<file path="config.mk">
export PLATFORM = sky130hd
export DESIGN_NAME = usb_tx_writer_flat
export DESIGN_NICKNAME = d
export VERILOG_FILES = /design/src/rtl/usb_pkg.sv /design/src/rtl/usb_tx_writer_if.sv /design/src/rtl/sync_fifo.sv /design/src/rtl/usb_tx_writer.sv /design/src/flat_wrapper.sv
export SDC_FILE = /design/constraint.sdc
export NUM_CORES = 1
export LEC_CHECK = 0
export CORE_UTILIZATION = 45
export CTS_BUF_LIST = sky130_fd_sc_hd__clkbuf_16
export DETAILED_ROUTE_END_ITERATION = 10
export GPL_TIMING_DRIVEN = 0
export PLACE_DENSITY = 0.7
export SLEW_MARGIN = 10
export SYNTH_ARGS = -nofsm -noshare
export SYNTH_HDL_FRONTEND = slang
export SYNTH_SLANG_ARGS = --single-unit
</file>
<file path="constraint.sdc">
create_clock -name clk -period 4.4 [get_ports clk]
set_clock_uncertainty 0.2 [all_clocks]
set_input_delay 1.32 -clock clk [delete_from_list [all_inputs] [get_ports clk]]
set_output_delay 1.32 -clock clk [all_outputs]
set_load 0.05 [all_outputs]
</file>
<file path="src/rtl/usb_pkg.sv">
// Shared constants and FSM encoding for the USB FIFO link (read and write paths).
`timescale 1ns/1ps
package usb_pkg;

  localparam int unsigned ByteWidth      = 8;
  localparam int unsigned DefFifoDepth   = 16;
  localparam int unsigned DefSetupCycles = 2;
  localparam int unsigned DefPulseCycles = 4;
  localparam int unsigned DefHoldCycles  = 2;
  localparam int unsigned DefTxeHoldoff  = 4;

  typedef enum logic [2:0] {
    StIdle,
    StReq,
    StSetup,
    StStrobe,
    StHold,
    StWait
  } usb_state_e;

  function automatic int unsigned max_u(input int unsigned a, input int unsigned b);
    return (a > b) ? a : b;
  endfunction

endpackage

</file>
<file path="src/rtl/usb_tx_writer_if.sv">
// Producer stream, USB chip status and shared-bus signals of the transmit writer.
`timescale 1ns/1ps
interface usb_tx_writer_if
  import usb_pkg::*;
#(
  parameter int unsigned FIFO_DEPTH = DefFifoDepth
);
  logic [ByteWidth-1:0]          tx_data;
  logic                          tx_valid;
  logic                          tx_ready;
  logic                          txe_n_raw;
  logic                          bus_req;
  logic                          bus_gnt;
  logic [ByteWidth-1:0]          data_out;
  logic                          data_oe;
  logic                          wr_n;
  logic [$clog2(FIFO_DEPTH):0]   fifo_count;

  // Environment side: producers, USB chip and the read path's arbiter.
  modport master (
    output tx_data, tx_valid, txe_n_raw, bus_gnt,
    input  tx_ready, bus_req, data_out, data_oe, wr_n, fifo_count
  );

  // Writer side.
  modport slave (
    input  tx_data, tx_valid, txe_n_raw, bus_gnt,
    output tx_ready, bus_req, data_out, data_oe, wr_n, fifo_count
  );
endinterface

</file>
<file path="src/rtl/sync_fifo.sv">
// Synchronous FIFO with extra-bit wrapping pointers; occupancy is the pointer difference.
`timescale 1ns/1ps
module sync_fifo #(
  parameter int unsigned Width = 8,
  parameter int unsigned Depth = 16
) (
  input  logic                     clk,
  input  logic                     reset,
  input  logic [Width-1:0]         wdata_i,
  input  logic                     push_i,
  input  logic                     pop_i,
  output logic [Width-1:0]         rdata_o,
  output logic [$clog2(Depth):0]   count_o,
  output logic                     full_o,
  output logic                     empty_o
);
  localparam int unsigned AddrW = $clog2(Depth);

  logic [Width-1:0] mem_q [Depth];
  logic [AddrW:0]   wr_ptr_q, rd_ptr_q;

  always_ff @(posedge clk) begin
    if (reset) begin
      wr_ptr_q <= '0;
      rd_ptr_q <= '0;
    end else begin
      if (push_i) wr_ptr_q <= wr_ptr_q + (AddrW + 1)'(1);
      if (pop_i)  rd_ptr_q <= rd_ptr_q + (AddrW + 1)'(1);
    end
  end

  always_ff @(posedge clk) begin
    if (push_i) mem_q[wr_ptr_q[AddrW-1:0]] <= wdata_i;
  end

  always_comb begin
    rdata_o = mem_q[rd_ptr_q[AddrW-1:0]];
    count_o = wr_ptr_q - rd_ptr_q;
    full_o  = (count_o == (AddrW + 1)'(Depth));
    empty_o = (count_o == '0);
  end

endmodule

</file>
<file path="src/rtl/usb_tx_writer.sv">
// FT245-style USB transmit path: buffers bytes and strobes them onto the shared bus
// under a request/grant handshake with the read path.
`timescale 1ns/1ps
module usb_tx_writer
  import usb_pkg::*;
#(
  parameter int unsigned FIFO_DEPTH   = DefFifoDepth,
  parameter int unsigned SETUP_CYCLES = DefSetupCycles,
  parameter int unsigned PULSE_CYCLES = DefPulseCycles,
  parameter int unsigned HOLD_CYCLES  = DefHoldCycles,
  parameter int unsigned TXE_HOLDOFF  = DefTxeHoldoff
) (
  input logic              clk,
  input logic              reset,
  usb_tx_writer_if.slave   tx_if
);
  localparam int unsigned CntMax = max_u(max_u(SETUP_CYCLES, PULSE_CYCLES),
                                         max_u(HOLD_CYCLES, TXE_HOLDOFF));
  localparam int unsigned CntW   = $clog2(CntMax + 1);
  localparam int unsigned CountW = $clog2(FIFO_DEPTH) + 1;

  usb_state_e            state_q, state_d;
  logic [CntW-1:0]       cnt_q, cnt_d;
  logic                  bus_req_q, bus_req_d;
  logic [ByteWidth-1:0]  data_out_q, data_out_d;
  logic                  data_oe_q, data_oe_d;
  logic                  wr_n_q, wr_n_d;
  logic                  txe_meta_q, txe_n_s_q;

  logic                  fifo_push, fifo_pop, fifo_full, fifo_empty;
  logic [ByteWidth-1:0]  fifo_rdata;
  logic [CountW-1:0]     fifo_count;

  assign fifo_push = tx_if.tx_valid && !fifo_full;

  sync_fifo #(
    .Width (ByteWidth),
    .Depth (FIFO_DEPTH)
  ) u_fifo (
    .clk     (clk),
    .reset   (reset),
    .wdata_i (tx_if.tx_data),
    .push_i  (fifo_push),
    .pop_i   (fifo_pop),
    .rdata_o (fifo_rdata),
    .count_o (fifo_count),
    .full_o  (fifo_full),
    .empty_o (fifo_empty)
  );

  // Reset to "chip not ready" so nothing is requested before the first real sample.
  always_ff @(posedge clk) begin
    if (reset) begin
      txe_meta_q <= 1'b1;
      txe_n_s_q  <= 1'b1;
    end else begin
      txe_meta_q <= tx_if.txe_n_raw;
      txe_n_s_q  <= txe_meta_q;
    end
  end

  always_comb begin
    state_d    = state_q;
    cnt_d      = cnt_q;
    bus_req_d  = bus_req_q;
    data_out_d = data_out_q;
    data_oe_d  = data_oe_q;
    wr_n_d     = wr_n_q;
    fifo_pop   = 1'b0;

    case (state_q)
      StIdle: begin
        if (!fifo_empty && !txe_n_s_q) begin
          state_d   = StReq;
          bus_req_d = 1'b1;
        end
      end
      StReq: begin
        if (txe_n_s_q) begin
          state_d   = StIdle;
          bus_req_d = 1'b0;
        end else if (tx_if.bus_gnt) begin
          state_d    = StSetup;
          data_out_d = fifo_rdata;
          data_oe_d  = 1'b1;
          fifo_pop   = 1'b1;
          cnt_d      = CntW'(SETUP_CYCLES - 1);
        end
      end
      StSetup: begin
        if (cnt_q == '0) begin
          state_d = StStrobe;
          wr_n_d  = 1'b0;
          cnt_d   = CntW'(PULSE_CYCLES - 1);
        end else begin
          cnt_d = cnt_q - CntW'(1);
        end
      end
      StStrobe: begin
        if (cnt_q == '0) begin
          state_d = StHold;
          wr_n_d  = 1'b1;
          cnt_d   = CntW'(HOLD_CYCLES - 1);
        end else begin
          cnt_d = cnt_q - CntW'(1);
        end
      end
      StHold: begin
        if (cnt_q == '0) begin
          state_d   = StWait;
          data_oe_d = 1'b0;
          cnt_d     = CntW'(TXE_HOLDOFF - 1);
        end else begin
          cnt_d = cnt_q - CntW'(1);
        end
      end
      StWait: begin
        // txe_n from the chip is unreliable right after a strobe, so only look at the end.
        if (cnt_q == '0) begin
          if (!fifo_empty && !txe_n_s_q) begin
            state_d    = StSetup;
            data_out_d = fifo_rdata;
            data_oe_d  = 1'b1;
            fifo_pop   = 1'b1;
            cnt_d      = CntW'(SETUP_CYCLES - 1);
          end else begin
            state_d   = StIdle;
            bus_req_d = 1'b0;
          end
        end else begin
          cnt_d = cnt_q - CntW'(1);
        end
      end
      default: begin
        state_d   = StIdle;
        bus_req_d = 1'b0;
        data_oe_d = 1'b0;
        wr_n_d    = 1'b1;
      end
    endcase
  end

  always_ff @(posedge clk) begin
    if (reset) begin
      state_q    <= StIdle;
      cnt_q      <= '0;
      bus_req_q  <= 1'b0;
      data_out_q <= '0;
      data_oe_q  <= 1'b0;
      wr_n_q     <= 1'b1;
    end else begin
      state_q    <= state_d;
      cnt_q      <= cnt_d;
      bus_req_q  <= bus_req_d;
      data_out_q <= data_out_d;
      data_oe_q  <= data_oe_d;
      wr_n_q     <= wr_n_d;
    end
  end

  assign tx_if.tx_ready   = !fifo_full;
  assign tx_if.bus_req    = bus_req_q;
  assign tx_if.data_out   = data_out_q;
  assign tx_if.data_oe    = data_oe_q;
  assign tx_if.wr_n       = wr_n_q;
  assign tx_if.fifo_count = fifo_count;

endmodule

</file>
<file path="src/flat_wrapper.sv">
// flat-port wrapper written by rule: the top's interface ports become plain ports
module usb_tx_writer_flat import usb_pkg::*;
#(
  parameter int unsigned FIFO_DEPTH   = DefFifoDepth,
  parameter int unsigned SETUP_CYCLES = DefSetupCycles,
  parameter int unsigned PULSE_CYCLES = DefPulseCycles,
  parameter int unsigned HOLD_CYCLES  = DefHoldCycles,
  parameter int unsigned TXE_HOLDOFF  = DefTxeHoldoff
)
  (clk, reset, tx_if_tx_data, tx_if_tx_valid, tx_if_txe_n_raw, tx_if_bus_gnt, tx_if_tx_ready, tx_if_bus_req, tx_if_data_out, tx_if_data_oe, tx_if_wr_n, tx_if_fifo_count);
  usb_tx_writer_if #(.FIFO_DEPTH(FIFO_DEPTH)) tx_if_i ();
  input logic clk;
  input logic reset;
  input wire logic [$bits(tx_if_i.tx_data)-1:0] tx_if_tx_data;
  input wire logic [$bits(tx_if_i.tx_valid)-1:0] tx_if_tx_valid;
  input wire logic [$bits(tx_if_i.txe_n_raw)-1:0] tx_if_txe_n_raw;
  input wire logic [$bits(tx_if_i.bus_gnt)-1:0] tx_if_bus_gnt;
  output wire logic [$bits(tx_if_i.tx_ready)-1:0] tx_if_tx_ready;
  output wire logic [$bits(tx_if_i.bus_req)-1:0] tx_if_bus_req;
  output wire logic [$bits(tx_if_i.data_out)-1:0] tx_if_data_out;
  output wire logic [$bits(tx_if_i.data_oe)-1:0] tx_if_data_oe;
  output wire logic [$bits(tx_if_i.wr_n)-1:0] tx_if_wr_n;
  output wire logic [$bits(tx_if_i.fifo_count)-1:0] tx_if_fifo_count;
  assign tx_if_i.tx_data = tx_if_tx_data;
  assign tx_if_i.tx_valid = tx_if_tx_valid;
  assign tx_if_i.txe_n_raw = tx_if_txe_n_raw;
  assign tx_if_i.bus_gnt = tx_if_bus_gnt;
  assign tx_if_tx_ready = tx_if_i.tx_ready;
  assign tx_if_bus_req = tx_if_i.bus_req;
  assign tx_if_data_out = tx_if_i.data_out;
  assign tx_if_data_oe = tx_if_i.data_oe;
  assign tx_if_wr_n = tx_if_i.wr_n;
  assign tx_if_fifo_count = tx_if_i.fifo_count;
  usb_tx_writer #(.FIFO_DEPTH(FIFO_DEPTH), .SETUP_CYCLES(SETUP_CYCLES), .PULSE_CYCLES(PULSE_CYCLES), .HOLD_CYCLES(HOLD_CYCLES), .TXE_HOLDOFF(TXE_HOLDOFF)) u_core (.clk(clk), .reset(reset), .tx_if(tx_if_i));
endmodule
</file>
==> qor.yml <==
drt:
  drt-initial-drc-count: 436
  drt_pass1_iterations: 5
  drc_errors: 0
  routed_wl_um: 14400
  vias: 4016
  wl_per_cell_um: 21.0
  antenna_left: 0
  vias_per_cell: 5.87
die:
  die_area_mm2: 0.0155
  die_width_um: 124
  die_h_um: 124
  coreArea_mm2: 0.0146
  ios: 30
  start_util_pct: 46.2
  rows: 44
logic_synthesis:
  avgSynthCellArea_um2: 15.4
  ys.warnings.count: 0
  synth_top_flop_cell: "edfxtp_1"
  async_reset_ff_share_pct: 0
  synth-edff-count: 128
  synth.net_count: 462
  ys_seq_elements: 161
  synthesis.area_mm2: 0.00674
  ys_seq_area_share_pct: 66.8
  ys_types: 53
  synth_cells: 439
sta:
  drv_slew: 0
  hold_viol_final: 0
  max_freq_ghz: 0.234
  rsz0062_at_grt: "false"
  finalSetupTns_ns: 0
  setup-violations-final: 0
  finalCritPeriodShare_pct: 97.3
  relSlewSlack_pct: 20.8
  setup_ws_ns: 0.119
  worst_pin_slew_ns: 1.19
  period_minus_slack_ns: 4.28
finish:
  fin_cells: 684
  areaGrowthSynthToFinish_pct: 15.8
  diodes: 0
  layout-drive-gt1-share_pct: 17.8
  postLayoutCoreUtil_pct: 53.5
  finalInstanceArea_mm2: 0.00781
  final_nets: 510
critical_path:
  path_class: "flop to output port"
  cp-end-kind: "output port"
  cp-start-kind: "flop"
  cp_max_fo: 5
  crit_required_ns: 2.88
  arrival_ns: 2.76
clocking:
  cts-buffers-inserted: 17
  cts_tree: "done"
  cts_max_level: 4
  cts.clk_slew.worst_paths_ns: 0.06
  clk_latency_ns: 0.43
  clock_path_buffers: 2
  cts_hold_buf: 0
  cts_sinks: 161
  ctsRootBufferMaster: "clkbuf_16"
place:
  postPlaceCellArea_mm2: 0.00727
  dp_cells: 651
  port_buffers: 28
  pre_cts_slack_ns: -0.0902
  place_hpwl_um: 9630
  gp_congestion: 0.835
global_routing:
  grt_pass1_wl_um: 22400
  grt_pass1_vias: 3952
  antenna_found_initial: 0
  grt_max_degree: 17
  grt.overflow.total: 0
  grt.total_usage_pct: 19.5
run_status:
  status: "finished, final reports clean"
power_and_ir_drop:
  cellPowerDensity_mw_per_mm2: 425
  vdd_drop_max_v: 0.000340
  p_leak_nw: 2.60
min_path:
  min_path_type: "flop to flop"
job:
  drv_cap: 0
## synth_stat cells (10+ instances only)
cell type	n	area, um^2
dfxtp_1	33	661
nand3_1	15	75.1
nor2b_1	10	62.6
edfxtp_1	128	3840
a21oi_1	24	120
a22oi_1	16	120
clkbuf_1	15	56.3
and3_1	10	62.6
o21ai_0	13	65.1
nor2_1	25	93.8
nand2_1	20	75.1
mux4_2	32	721
## cells by family (layout without fill, tap and decap cells)
family                   count (synthesis)  count (layout)  share of synthesized area [%]
flip-flops                             161             161                           66.8
AND/OR/NAND/NOR                        113             113                           8.74
AO/OA/AOI/OAI                           73              73                           7.18
multiplexers                            37              37                           11.5
buffers and inverters                   35              96                           2.23
adder cells (fa/ha/maj)                 11              11                           2.12
XOR/XNOR                                 9               9                           1.39
## placed cells by master, fill, tap and decap left out, types with 3 or more instances in the layout
cell type,instances
nor2b_1,10
a22oi_1,16
edfxtp_1,128
o211ai_1,3
o21ai_0,13
nand2b_1,4
xnor2_1,4
nor3_2,6
inv_1,10
clkbuf_16,17
xor2_1,3
clkinv_2,3
nand2_1,20
buf_2,6
nor3_1,5
clkdlybuf4s50_1,26
a211oi_1,3
clkbuf_1,15
and3_1,10
nor2_1,25
a21oi_1,24
ha_1,9
nand3_1,15
mux4_2,32
nor3b_1,4
nand4_1,3
dfxtp_1,33
inv_6,5
o22ai_1,3
## state kept, by name (all words and copies together) (netlist names), 3 cells and up, named ones only
name	count
u_core.u_fifo.mem_q	128
u_core.tx_if.data_out	8
u_core.u_fifo.rd_ptr_q	5
u_core.u_fifo.wr_ptr_q	5
u_core.cnt_q	3
u_core.state_q	3
## layer usage
metal	wire [um]	GRT usage, %	share of wire (%)
met5	0	0	0
met4	297	8.86	2.1
met3	707	3.18	4.9
met2	7190	31.2	50
met1	6190	26.3	43
## path summary, 6_finish.rpt
kind,to,cells after the start,slack (ns),startpoint
hold / removal,u_core.txe_n_s_q,1,0.21,u_core.txe_meta_q
hold reg to reg,u_core.txe_n_s_q,1,0.21,u_core.txe_meta_q
setup / recovery,tx_if_tx_ready,9,0.12,u_core.u_fifo.wr_ptr_q[0]
setup reg to reg,u_core.u_fifo.mem_q[1][3],11,0.61,u_core.u_fifo.wr_ptr_q[0]
## final cells by class
class / count / area (um^2)
Fill cell: 1147 / 6780
Sequential cell: 161 / 4500
Multi-Input combinational cell: 243 / 2110
Clock buffer: 17 / 425
Timing Repair Buffer: 29 / 287
Tap cell: 184 / 230
Buffer: 25 / 113
Clock inverter: 15 / 105
Inverter: 10 / 37.5
## what timing repair did
action,in CTS,in global routing
setup endpoints to repair,2,1
resized for setup,8,1
hold endpoints to repair,0,0
buffers inserted,1,0
## through the flow
| stage | hold WS, ns | power (W) |
|---|---|---|
| 2_1_floorplan | 0.189 | 0.00191 |
| 3_3_place_gp | 0.193 | 0.00201 |
| 3_5_place_dp | 0.193 | 0.00202 |
| 4_1_cts | 0.207 | 0.00332 |
| 5_1_grt | 0.227 | 0.00341 |
| 6_report | 0.206 | 0.00332 |
## critical path, cell delays in order, from the launching register on
cell	delay [ns]
dfxtp_1	0.41
inv_1	0.12
ha_1	0.25
fa_1	0.49
xnor2_2	0.23
and4bb_1	0.22
or2_1	0.21
buf_6	0.14
nand2_1	0.06
clkbuf_4	0.22
## report_power, final
group / switching (W) / internal [W]
clock: 0.000604 / 0.000724
sequential: 0.0000162 / 0.00168
combinational: 0.000197 / 0.0000983
(Power assumes the default switching activity.)
